### src/rtl/vector_scale_seq.sv
// rtl/vector_scale_seq.sv - sequential float32 vector-by-scalar scaler using MOD_COUNT multiplier lanes
module vector_scale_seq #(
  parameter int VLEN      = 1,
  parameter int MOD_COUNT = 1
) (
  input  logic                 clk,
  input  logic                 rst_n,
  input  logic                 start,
  input  logic [31:0]          S,
  input  logic [32*VLEN-1:0]   V,
  output logic [32*VLEN-1:0]   result,
  output logic                 busy,
  output logic                 done
);

  // index must reach VLEN+MOD_COUNT-1 without wrapping
  localparam int IW = $clog2(VLEN + MOD_COUNT);
  localparam int W  = 32 * VLEN;
  localparam logic [IW-1:0] MC_W = IW'(MOD_COUNT);
  localparam logic [IW-1:0] VL_W = IW'(VLEN);

  typedef enum logic [1:0] {IDLE, RUN, DONE} state_t;

  state_t          state, state_next;
  logic [31:0]     s_reg;
  logic [W-1:0]    v_reg;
  logic [W-1:0]    work;
  logic [W-1:0]    work_next;
  logic [IW-1:0]   idx;
  logic            accept;
  logic            last;
  logic [31:0]     lane_v   [MOD_COUNT];
  logic [31:0]     lane_out [MOD_COUNT];

  // lanes share the captured scalar; each multiplies one element of the current chunk
  genvar g;
  generate
    for (g = 0; g < MOD_COUNT; g++) begin : g_lane
      FloatingMultiplication u_mul (
        .a (s_reg),
        .b (lane_v[g]),
        .y (lane_out[g])
      );
    end
  endgenerate

  // route element idx+l to lane l; lanes past the vector end see zero
  always_comb begin
    for (int l = 0; l < MOD_COUNT; l++) begin
      lane_v[l] = '0;
      for (int e = 0; e < VLEN; e++) begin
        if (idx + IW'(l) == IW'(e)) lane_v[l] = v_reg[32*e +: 32];
      end
    end
  end

  // merge this cycle's lane products into the work buffer; out-of-range lanes write nothing
  always_comb begin
    work_next = work;
    for (int e = 0; e < VLEN; e++) begin
      for (int l = 0; l < MOD_COUNT; l++) begin
        if (idx + IW'(l) == IW'(e)) work_next[32*e +: 32] = lane_out[l];
      end
    end
  end

  // state register
  always_ff @(posedge clk or negedge rst_n) begin
    if (!rst_n) state <= IDLE;
    else        state <= state_next;
  end

  // next-state logic and status outputs
  always_comb begin
    state_next = state;
    accept     = 1'b0;
    last       = 1'b0;
    busy       = 1'b0;
    done       = 1'b0;
    case (state)
      IDLE: begin
        accept = start;
        if (start) state_next = RUN;
      end
      RUN: begin
        busy = 1'b1;
        last = (idx + MC_W) >= VL_W;
        if (last) state_next = DONE;
      end
      DONE: begin
        done   = 1'b1;
        accept = start;
        if (start) state_next = RUN;
      end
      default: state_next = IDLE;
    endcase
  end

  // operand capture, chunk stepping and atomic result publication
  always_ff @(posedge clk or negedge rst_n) begin
    if (!rst_n) begin
      s_reg  <= '0;
      v_reg  <= '0;
      work   <= '0;
      idx    <= '0;
      result <= '0;
    end else if (accept) begin
      s_reg <= S;
      v_reg <= V;
      idx   <= '0;
    end else if (state == RUN) begin
      work <= work_next;
      if (last) begin
        idx    <= '0;
        result <= work_next;
      end else begin
        idx <= idx + MC_W;
      end
    end
  end

endmodule

// single-precision multiply: round-to-nearest-even, denormals flushed to zero, canonical NaN
module FloatingMultiplication (
  input  logic [31:0] a,
  input  logic [31:0] b,
  output logic [31:0] y
);

  logic               sign;
  logic [7:0]         ea, eb;
  logic [22:0]        fa, fb;
  logic               a_nan, b_nan, a_inf, b_inf, a_zero, b_zero;
  logic [47:0]        prod;
  logic signed [9:0]  exp_sum;
  logic signed [9:0]  exp_n;
  logic signed [9:0]  exp_fin;
  logic [23:0]        mant;
  logic               guard, sticky;
  logic [24:0]        rounded;
  logic [22:0]        frac;

  // normalise the 48-bit significand product, round, then resolve special operands
  always_comb begin
    sign   = a[31] ^ b[31];
    ea     = a[30:23];
    eb     = b[30:23];
    fa     = a[22:0];
    fb     = b[22:0];
    a_nan  = (ea == 8'hFF) && (fa != 23'd0);
    b_nan  = (eb == 8'hFF) && (fb != 23'd0);
    a_inf  = (ea == 8'hFF) && (fa == 23'd0);
    b_inf  = (eb == 8'hFF) && (fb == 23'd0);
    a_zero = (ea == 8'h00);
    b_zero = (eb == 8'h00);

    prod    = 48'({1'b1, fa}) * 48'({1'b1, fb});
    exp_sum = $signed({2'b00, ea}) + $signed({2'b00, eb}) - 10'sd127;
    if (prod[47]) begin
      mant   = prod[47:24];
      guard  = prod[23];
      sticky = |prod[22:0];
      exp_n  = exp_sum + 10'sd1;
    end else begin
      mant   = prod[46:23];
      guard  = prod[22];
      sticky = |prod[21:0];
      exp_n  = exp_sum;
    end
    rounded = {1'b0, mant} + 25'(guard & (sticky | mant[0]));
    if (rounded[24]) begin
      exp_fin = exp_n + 10'sd1;
      frac    = rounded[23:1];
    end else begin
      exp_fin = exp_n;
      frac    = rounded[22:0];
    end

    if (a_nan || b_nan || (a_inf && b_zero) || (b_inf && a_zero)) begin
      y = 32'h7FC0_0000;
    end else if (a_inf || b_inf) begin
      y = {sign, 8'hFF, 23'd0};
    end else if (a_zero || b_zero) begin
      y = {sign, 31'd0};
    end else if (exp_fin >= 10'sd255) begin
      y = {sign, 8'hFF, 23'd0};
    end else if (exp_fin <= 10'sd0) begin
      y = {sign, 31'd0};
    end else begin
      y = {sign, exp_fin[7:0], frac};
    end
  end

endmodule

### config.mk
export PLATFORM = sky130hd
export DESIGN_NAME = vector_scale_seq
export DESIGN_NICKNAME = d
export VERILOG_FILES = /design/src/rtl/vector_scale_seq.sv
export SDC_FILE = /design/constraint.sdc
export NUM_CORES = 2
export LEC_CHECK = 0
export CAP_MARGIN = 5
export CORE_MARGIN = 2
export CORE_UTILIZATION = 50
export DETAILED_ROUTE_END_ITERATION = 16
export GPL_ROUTABILITY_DRIVEN = 0
export PLACE_DENSITY = 0.67
export SKIP_LAST_GASP = 1
export SYNTH_ARGS = -nofsm -noshare
export SYNTH_HDL_FRONTEND = slang
export SYNTH_SLANG_ARGS = --single-unit
### constraint.sdc
create_clock -name clk -period 25.7 [get_ports clk]
set_clock_uncertainty 0.2 [all_clocks]
set_input_delay 3.855 -clock clk [delete_from_list [all_inputs] [get_ports clk]]
set_output_delay 3.855 -clock clk [all_outputs]
set_load 0.02 [all_outputs]
* Word-level counts from Yosys, hierarchy flattened
Index checks and enable logic that the tools add are counted.
** Word-level totals
- Output and inout bits :: 34
- Register bits :: 131
** Operators by class
- Multiply operators :: 1
- Bitwise logic cells :: 4
- $lt $le $gt $ge :: 3
- Mux-type cells :: 23
- Add/sub/neg operators :: 6
- Eq/ne operators :: 6
- Reductions and logical operators :: 25
** Operators by type and width (number)
- two-way mux 31 bit :: 4
- two-way mux 32 bit :: 3
- multiplier 24 x 24 -> 48 bit :: 1
- logical NOT 23 bit :: 2
- nonzero test 23 bit :: 2
- adder 24 x 25 -> 25 bit :: 1
- bitwise AND 1 x 25 -> 25 bit :: 1
- two-way mux 24 bit :: 1
- two-way mux 23 bit :: 1
- OR reduction 23 bit :: 1
- OR reduction 22 bit :: 1
- adder 10 x 2 -> 10 bit, second input constant :: 2
- two-way mux 10 bit :: 2
- equality test 8 bit, second input constant :: 2
- logical NOT 8 bit :: 2
- greater-or-equal comparator 10 x 9 -> 1 bit, second input constant :: 1
- <= comparator 10 x 1 -> 1 bit, second input constant :: 1
- subtractor 10 x 8 -> 10 bit, second input constant :: 1
- adder 8 x 8 -> 9 bit :: 1
- two-way mux 1 bit :: 9
- logical AND 1 bit :: 6
- logical OR 1 bit :: 5
- two-way mux 2 bit :: 2
- case mux 2 bit (2 select lines) :: 1
- 14 further kinds :: 15

* Logic depth before layout (Yosys ltp)
- Word-level depth :: 15
- Depth in mapped cells :: 43

* Hierarchy
A second synthesis with hierarchy kept.
** Unflattened totals
- Cells, all modules :: 2952
- Area, all modules :: 26305.2 um^2
** Modules (own cells, without submodules)
- FloatingMultiplication :: cells an instance 2702, instances 1, area an instance 22382.7 um^2
- vector_scale_seq :: cells an instance 250, instances 1, area an instance 3922.5 um^2

* Least setup slack after synthesis
OpenSTA, ideal clock, no wires.
- Path kind :: register to register
- Start point :: register idx
- End point :: register result[10]
- Path buffers :: 9
- Path slack :: 15.423 ns
- Data arrival time :: 9.956 ns
- Library setup time :: 0.122 ns
- Data required time :: 25.378 ns
- Cell stages (with the launch flop) :: 41
- Cell sequence :: dfrtp_1 > clkbuf_1 > clkbuf_1 > nor2b_1 > clkbuf_1 > clkbuf_1 > nand2_1 > fa_1 > inv_1 > fa_1 > inv_1 > fa_1 > inv_1 > fa_1 > fa_1 > fa_1 > inv_1 > fa_1 > [... 5 more ...] > o31ai_2 > nand2_2 > buf_2 > clkbuf_1 > clkbuf_1 > nand2_1 > o21ai_0 > ha_1 > and4_1 > and4_1 > nand4b_1 > or4_1 > buf_2 > a2111oi_1 > o211ai_1 > nand4b_4 > buf_4 > o21ai_1
** On the way
- Longest elaborated chain between the ends :: 15
- Elaborated cells between the ends (all ways) :: 42
- Classes of those cells :: add/sub: 6; mul: 1; order compare: 3; eq/ne: 1; mux: 14; bitwise: 2; reduce/logical: 15
** RTL lines
- from (decl) :: line 29 : logic [IW-1:0] idx;
- from (signal assigned) :: line 117 : idx <= idx + MC_W;
- two-way mux 32 bit :: line 52 : if (idx + IW'(l) == IW'(e)) lane_v[l] = v_reg[32*e +: 32];
- multiplier 24 x 24 -> 48 bit :: line 158 : prod = 48'({1'b1, fa}) * 48'({1'b1, fb});
- OR reduction 23 bit / OR reduction 22 bit (equally long branches) :: line 163, 168
- two-way mux 1 bit :: line 160 : if (prod[47]) begin
- OR 1 bit :: line 171 : rounded = {1'b0, mant} + 25'(guard & (sticky | mant[0]));
- bitwise AND 1 x 25 -> 25 bit :: line 171
- adder 24 x 25 -> 25 bit :: line 171
- two-way mux 10 bit :: line 172 : if (rounded[24]) begin
- <= comparator 10 x 1 -> 1 bit :: line 188 : end else if (exp_fin <= 10'sd0) begin
- two-way mux 31 bit :: line 188
- two-way mux 31 bit :: line 186 : end else if (exp_fin >= 10'sd255) begin
- two-way mux 31 bit :: line 184 : end else if (a_zero || b_zero) begin
- two-way mux 31 bit :: line 182 : end else if (a_inf || b_inf) begin
- two-way mux 32 bit :: line 180 : if (a_nan || b_nan || (a_inf && b_zero) || (b_inf && a_zero)) begin
- two-way mux 32 bit :: line 62 : if (idx + IW'(l) == IW'(e)) work_next[32*e +: 32] = lane_out[l];
- to (signal assigned) :: line 115 : result <= work_next;
- to (decl) :: line 11 : output logic [32*VLEN-1:0] result,
Several ways; a longest one is shown, not always the timed one.
A chain may end at the register's enable or synchronous reset.

* Final worst setup path
- Start point :: register idx
- End point :: register result[11]
The elaborated chain is that of the path after synthesis.

==> results.yml <==
worst_setup_path:
  cp_max_fo: 32
  reg2regPathDepth: 36
  cp_slowest_cell: "nor4_4"
  cpPeakStageDelay_ns: 0.70
  critPathKind: "flip-flop to flip-flop"
  worst_setup_path_end_kind: "flip-flop"
  reg2reg_to: "result[11]"
  required_ns: 25.79
  worst_setup_path_start_kind: "flip-flop"
  cp_data_arrival_time_ns: 11.41
  regToRegSetupSlack_ns: 14.38
  r2r_start: "idx"
clock_network:
  clock_latency_ns: 0.38
  clockRootBuffer: "clkbuf_16"
  cts_tree: "done"
  cts_sinks: 99
  cts.clk_slew.worst_paths_ns: 0.08
  cts_hold_buf: 0
  clockBufferDepth: 2
  post_cts_buffers: 0
  cts_resized: 0
  cts_max_level: 3
  cts_buffers: 9
synth:
  synth_area_sq_um: 26140
  synth-edff-count: 0
  synth_fp_nets: 3737
  synthFlopType: "dfrtp_1"
  synth.area.top_cells: "fa_1, dfrtp_1, ha_1, inv_1, and2_1"
  synth.distinct_cells: 95
  syn_area_per_cell_sq_um: 8.707
  synth_area_leader_cell: "fa_1"
  ys_ff_latch: 99
  ys.warnings.count: 0
  syn_inst: 3002
  synthArstFlopShare_pct: 100.0
  seq_area_frac_synth_pct: 9.478
  synth.top_cell.area_share_pct: 36.99
hold_path:
  hold_depth: 2
  hp-class: "flip-flop to flip-flop"
  min_to: "result[31]"
  hold_start: "result[31]"
finish:
  fin_nets: 3741
  syn_to_final_growth_pct: 7.339
  num_antenna_cells: 0
  drive_gt1_share_pct: 5.748
  nFillCells: 4728
timing:
  finalCritPeriodShare_pct: 44.05
  fmax_mhz: 88.33
  hold_violations: 0
  report.final.slew_viol_count: 0
  setup_viol: 0
  tightestPinTransition_ns: 1.183
  rsz0062_at_grt: "false"
  worst_slack_ns: 14.38
  fin_tns_setup_ns: 0
  maxSlewHeadroom_pct: 21.14
  period_needed_ns: 11.32
placement:
  io_buffer_count: 100
  pre_cts_ws_ns: 14.47
  dp_hpwl_mm: 60.31
die:
  io_pins: 101
  die-area_sq_um: 54120
  row_count: 83
  start_util_pct: 50.74
  die_h_um: 232.6
  die_width_um: 232.6
  core_area_sq_um: 51510
drt:
  drc: 0
  wl_per_cell_um: 20.89
  drt-pass1-iter-count: 5
  route.vias.total: 21330
  postRouteAntennaNets: 0
  drtIter0Drc: 2229
  vias_per_cell: 5.780
  wl_mm: 77.10
grt:
  grt_max_degree: 54
  grt_pass1_wl_mm: 126.4
  grt-ovfl-total: 0
  grt_usage_pct: 30.10
  antenna_found_initial: 1
  grt_pass1_vias: 22660
status:
  status: "finished, final reports clean"
run:
  cap_violations: 0
per-layer routing:
layer,part of all wire [%],wire length (um),track usage (%)
met5,0,0,0
met3,8.6,6594,5.208
met1,42,32360,41.58
met2,46,35500,48.58
met4,3.4,2639,8.977
placed cells by master, fill, tap and decap left out, types with 31 or more instances in the layout:
cell	Yosys	layout
nand2_1	381	381
clkdlybuf4s50_1	0	99
nor2_1	115	115
inv_1	593	593
and2_1	251	251
o21ai_0	74	74
xnor2_1	50	50
a21oi_1	82	82
nand4_1	37	37
fa_1	483	483
ha_1	185	185
dfrtp_1	99	99
nor3_1	31	31
buf_4	4	45
mux2_2	59	59
worst max-delay path: cells and delay by family (launching register included):
family          cells  cell delay, ns
fa+ha+maj           9            4.03
flops               1            0.59
simple gates       10            3.02
compound gates      8            1.98
buf+inv             9            1.38
kinds of logic (layout without fill, tap and decap cells):
group | Yosys count | count (layout) | synth area share (%)
muxes | 68 | 68 | 2.887
AOI/OAI and AO/OA | 341 | 341 | 8.650
and+or+nand+nor | 996 | 996 | 19.28
buffers and inverters | 749 | 757 | 10.95
adders and majority gates | 668 | 668 | 45.85
xor gates and xnor gates | 81 | 81 | 2.906
DFF | 99 | 99 | 9.478
Yosys cell counts (31+ instances only):
| library cell | n |
|---|---|
| xnor2_1 | 50 |
| ha_1 | 185 |
| o21ai_0 | 74 |
| mux2_2 | 59 |
| nand4_1 | 37 |
| fa_1 | 483 |
| clkbuf_1 | 121 |
| dfrtp_1 | 99 |
| inv_1 | 593 |
| and2_1 | 251 |
| a21oi_1 | 82 |
| nor3_1 | 31 |
| nor2b_1 | 39 |
| nor2_1 | 115 |
| nand2_1 | 381 |
worst max-delay path by stage:
stage,to,from,slack [ns],cells past startpoint
floorplan,result[10],idx,15.42,40
finish,result[11],idx,14.38,36
detailed placement,result[21],idx,14.47,32
global route,result[11],idx,13.66,35
global placement,result[11],idx,14.77,32
CTS,result[13],idx,14.42,34
area by class of cell:
class,instances,area (sq um),share of cell area [%]
Clock buffer,9,225.2,0.8027
Sequential cell,99,2477,8.830
Timing Repair Buffer,144,1329,4.736
Clock inverter,6,82.58,0.2943
Tap cell,680,850.8,3.033
Multi-Input combinational cell,2154,20850,74.30
Inverter,598,2245,8.001
through the flow:
stage	cells	hold WS [ns]	instance area [sq um]	utilization [%]
2_1_floorplan	3002	0.2727	26140	-
3_3_place_gp	3675	0.2696	27750	53.87
3_5_place_dp	3675	0.2793	27750	53.87
4_1_cts	3690	0.3038	28060	54.47
5_1_grt	3690	0.3204	28060	54.47
6_report	3690	0.2973	28060	54.47
Power is left out: the tool's default activity adds up to more than one toggle a clock period on the data nets, which glitch-free logic cannot reach.
